<file path="config.mk">
export PLATFORM = sky130hd
export DESIGN_NAME = real_mul_arbiter
export DESIGN_NICKNAME = d
export VERILOG_FILES = /design/src/rtl/real_mul_arbiter.sv
export SDC_FILE = /design/constraint.sdc
export NUM_CORES = 1
export LEC_CHECK = 0
export ABC_AREA = 1
export BUFFER_PORTS_ARGS = -buffer_cell sky130_fd_sc_hd__buf_2
export CORE_AREA = 4 4 308 310
export DETAILED_ROUTE_END_ITERATION = 8
export DIE_AREA = 0 0 312 314
export PLACE_DENSITY = 0.45
export SKIP_CTS_REPAIR_TIMING = 1
export SLEW_MARGIN = 20
export SYNTH_ARGS = -nofsm -noshare
export SYNTH_HDL_FRONTEND = slang
export SYNTH_SLANG_ARGS = --single-unit
</file>
<file path="constraint.sdc">
create_clock -name clk -period 8 [get_ports clk]
set_input_delay 0.8 -clock clk [delete_from_list [all_inputs] [get_ports clk]]
set_output_delay 0.8 -clock clk [all_outputs]
set_load 0.02 [all_outputs]
</file>
<file path="src/rtl/real_mul_arbiter.sv">
// Round-robin front end that shares one pipelined real_mul between NUM_REQ requesters.
// A valid/id tag travels beside the multiplier so each result returns to its issuer.
module real_mul_arbiter #(
   parameter int NUM_REQ = 4,
   parameter int MUL_LAT = 1,
   parameter int W       = 64,
   localparam int ID_W   = $clog2(NUM_REQ)
) (
   input  logic                 clk,
   input  logic                 rst,
   input  logic                 en,
   input  logic [NUM_REQ-1:0]   req_valid,
   output logic [NUM_REQ-1:0]   req_ready,
   input  logic [NUM_REQ*W-1:0] req_op1,
   input  logic [NUM_REQ*W-1:0] req_op2,
   output logic [W-1:0]         mul_op1,
   output logic [W-1:0]         mul_op2,
   input  logic [W-1:0]         mul_result,
   output logic [NUM_REQ-1:0]   resp_valid,
   output logic [W-1:0]         resp_data,
   output logic [ID_W-1:0]      grant_id,
   output logic [3:0]           inflight
);

   logic [NUM_REQ-1:0]          win;
   logic [ID_W-1:0]             win_id;
   logic                        found;
   logic                        hs;
   logic                        resp;
   // Stage 0 lines up with the operand registers; stage MUL_LAT with mul_result.
   logic [MUL_LAT:0]            vld_pipe;
   logic [MUL_LAT:0][ID_W-1:0]  id_pipe;

   function automatic logic [ID_W-1:0] rr_id(input logic [ID_W-1:0] g, input int k);
      return ID_W'((int'(g) + k) % NUM_REQ);
   endfunction

   always_comb begin
      win    = '0;
      win_id = grant_id;
      found  = 1'b0;
      for (int k = 1; k <= NUM_REQ; k++) begin
         if (!found && req_valid[rr_id(grant_id, k)]) begin
            found               = 1'b1;
            win_id              = rr_id(grant_id, k);
            win[win_id]         = 1'b1;
         end
      end
   end

   assign req_ready = en ? win : '0;
   assign hs        = en & found;
   assign resp      = vld_pipe[MUL_LAT];

   always_comb begin
      resp_valid = '0;
      if (resp) resp_valid[id_pipe[MUL_LAT]] = 1'b1;
   end

   assign resp_data = mul_result;

   always_ff @(posedge clk or negedge rst) begin
      if (!rst) begin
         mul_op1  <= '0;
         mul_op2  <= '0;
         grant_id <= ID_W'(NUM_REQ - 1);
         vld_pipe <= '0;
         id_pipe  <= '0;
         inflight <= '0;
      end else begin
         if (hs) begin
            mul_op1  <= req_op1[win_id*W +: W];
            mul_op2  <= req_op2[win_id*W +: W];
            grant_id <= win_id;
         end
         vld_pipe <= {vld_pipe[MUL_LAT-1:0], hs};
         id_pipe  <= {id_pipe[MUL_LAT-1:0], win_id};
         if (hs && !resp)      inflight <= inflight + 4'd1;
         else if (!hs && resp) inflight <= inflight - 4'd1;
      end
   end

endmodule

</file>
==> key figures <==
Route
  – 1st-pass router iterations: 5
  – Post-route ant nets: 0
  – Iter 0 DRT Violations: between 600 and 700
  – Total vias in the final route: around 14,000
  – # DRC: 0
  – Detailed-route wire length per cell: 16.0 um
  – Vias per cell: 3.76
  – Post-Route WL: approximately 60,000 um

Synthesis
  – Largest cells by area after synthesis: dfrtp_1, nand2_1, nand3_1, inv_1, nor2_1
  – Post-synth top area cell: dfrtp_1
  – Area share of the largest cell type after synthesis: between 20% and 30%
  – Yosys reg bits: 140
  – Post-Syn Area per Cell: 5.86 um^2
  – YS warnings: 0
  – Post-Syn Nets: 2,642
  – Ys async rst share: 100%
  – EDFF count, synth: 0
  – Sequential fraction of the synthesis area: a little under 30%
  – Synth cell types: 35
  – Syn Std Cell Area: about 12,000 um^2
  – Cells after Synth: 2,047
  – Main flop type after synthesis: dfrtp_1

Layout
  – Non-Filler Instances: roughly 3,800
  – FILL cells: 10,750
  – Fin util: around 18%
  – Layout cells sized above 1: ~31%
  – Reg area: around 3500 um^2
  – Nets: approximately 3,100
  – Area of the multi-input gates: approximately 6500 um^2
  – Area grow syn2layout: 37.3%

Worst setup path
  – CP Max Fanout: 108
  – CP required: between 8 and 9 ns
  – CP Capture Type: register
  – CP Data Arrival Time: 4.44 ns
  – WS Path Type: reg2reg
  – CP startpoint kind: register

Placed design
  – Dpl hpwl: 45,700 um
  – Placer Congestion: about 0.86
  – Placed Cells: roughly 3,700
  – Port Buffers: 660

Floorplanning
  – Core area: ~92,000 um^2
  – Die H: ~310 um
  – Ports: ~790
  – Chip width: 312 um
  – Die ar.: roughly 98,000 um^2
  – Rows: 111
  – Initial core utilization: 13.1%

Clock tree
  – Clock H-tree levels: 4
  – CTS tree: yes
  – Max Root-Sink Buffers: 2
  – CTS root buf: clkbuf_16
  – Clock slew at reported path FFs: ~0.070 ns
  – Worst-skew pair later-pin latency: between 0.4 and 0.5 ns
  – Sinks on Clock Net: between 100 and 150
  – CTS buffer count: 17

Timing
  – Final Slew Violations: 0
  – Final Hold Vio Count: 0
  – Slew @ Worst Pin: roughly 1.2 ns
  – RSZ-0062 raised after global routing: false
  – Final cycle utilization of the critical path: 51.1%
  – Setup_tns: 0 ns
  – Skew final: approximately 0.017 ns
  – Tmin final: 4.09 ns
  – Fmax: approximately 240 MHz
  – Rel. slew slack: between 20% and 30%
  – Final setup fails: 0
  – Hold slack: 0.286 ns

Power and ir drop
  – Leakage: just under 0.01 uW
  – PD cells: 505 nW/um^2
  – Peak VDD IR: about 0.41 mV

Global route
  – Gr ovfl total: 0
  – Pin count of the biggest net entering global routing: roughly 150
  – First-pass GRT wire length: ~88,000 um
  – Initial antenna violation count: 10
  – Tot GR Track Use: between 10% and 20%
  – Number of global-route vias before repair: between 10,000 and 15,000

Hold path
  – Hold crit path type: in2async

Run
  – Max-Cap Viols: 0

Run status
  – Outcome: completed
==> worst paths after layout <==
path | from | to | slack (ns) | cells past startpoint
setup / recovery | grant_id[0] | mul_op2[1] | 3.91 | 15
hold / removal | rst | mul_op2[52] | 0.29 | 1
setup reg to reg | grant_id[0] | mul_op2[1] | 3.91 | 15
hold reg to reg | id_pipe[1] | id_pipe[3] | 0.35 | 0
max in group asynchronous | rst | mul_op1[53] | 6.54 | 2
min in group clk | id_pipe[1] | id_pipe[3] | 0.35 | 0
==> final cells by class <==
class,count,area share [%]
Tap cell,1186,9.01
Sequential cell,140,21.3
Timing Repair Buffer,674,20.9
Clock inverter,13,1.43
Inverter,236,5.39
Clock buffer,19,2.69
Multi-Input combinational cell,1483,39.2
Antenna cell,7,0.106
==> sequential cells by signal (all words and copies together) (netlist names) <==
name      cells
mul_op1      64
mul_op2      64
id_pipe       4
inflight      4
grant_id      2
vld_pipe      2
==> layout by cell type (no fill, tap or decap), drive strengths merged, types with 6 or more instances in the layout <==
master  instances
buf           674
bufinv          6
clkbuf         19
dfrtp         138
diode           7
ha             11
inv           239
nand2         834
nand3         288
nor2          220
or2           107
==> where the power goes <==
group / internal, uW / switching (uW) / leakage [uW]
clock network: 597 / 383 / 0.000325
registers: 1100 / 194 / 0.00158
logic: 1740 / 4310 / 0.00787
==> synth_stat cells, types with 6 or more instances <==
library cell and n:
nand2_2 6, buf_4 69, clkbuf_1 16, dfrtp_1 138, ha_1 11, nand2_1 825, nor2_1 218, buf_2 87
or2_1 9, or2_2 77, buf_6 14, nand3_1 286, inv_1 232, or2_0 21
==> kinds of logic after synthesis <==
family          count (synthesis)  synth area share, %
simple gates                 1456                 51.3
buf+inv                       424                 17.2
xor+xnor                        3                0.219
compound gates                 12                0.709
fa+ha+maj                      12                 1.31
flops                         140                 29.2
==> per-layer routing <==
layer / track usage, % / up-vias / part of all wire [%]
met4: 6.02 / 4 / 4.4
li1: - / 7084 / -
met1: 13.9 / 6401 / 42
met5: 0 / - / 0.056
met2: 19.7 / 527 / 47
met3: 3.22 / 106 / 6.6
==> stage by stage <==
step,instance area (um^2),total power (uW),setup slack [ns]
2_1_floorplan,12000,5620,5.08
3_3_place_gp,15800,7520,3.96
3_5_place_dp,15800,7490,3.97
4_1_cts,16500,8540,3.96
5_1_grt,16500,9230,3.55
6_report,16500,8330,3.91
==> worst max-delay path, cell delays in order, from the launching register on <==
cell and delay [ns]:
dfstp_2 0.68, inv_2 0.18, ha_1 0.38, inv_1 0.09
nand3_1 0.12, nand2_2 0.15, inv_2 0.08, nand2_2 0.11
nand2_8 0.33, nand2_8 0.56, buf_4 0.64, nand2_1 0.13
nand2_1 0.09, nand2_1 0.05, nand2_1 0.08, nor2_1 0.04
No activity file was read; power rests on OpenSTA's default activity.
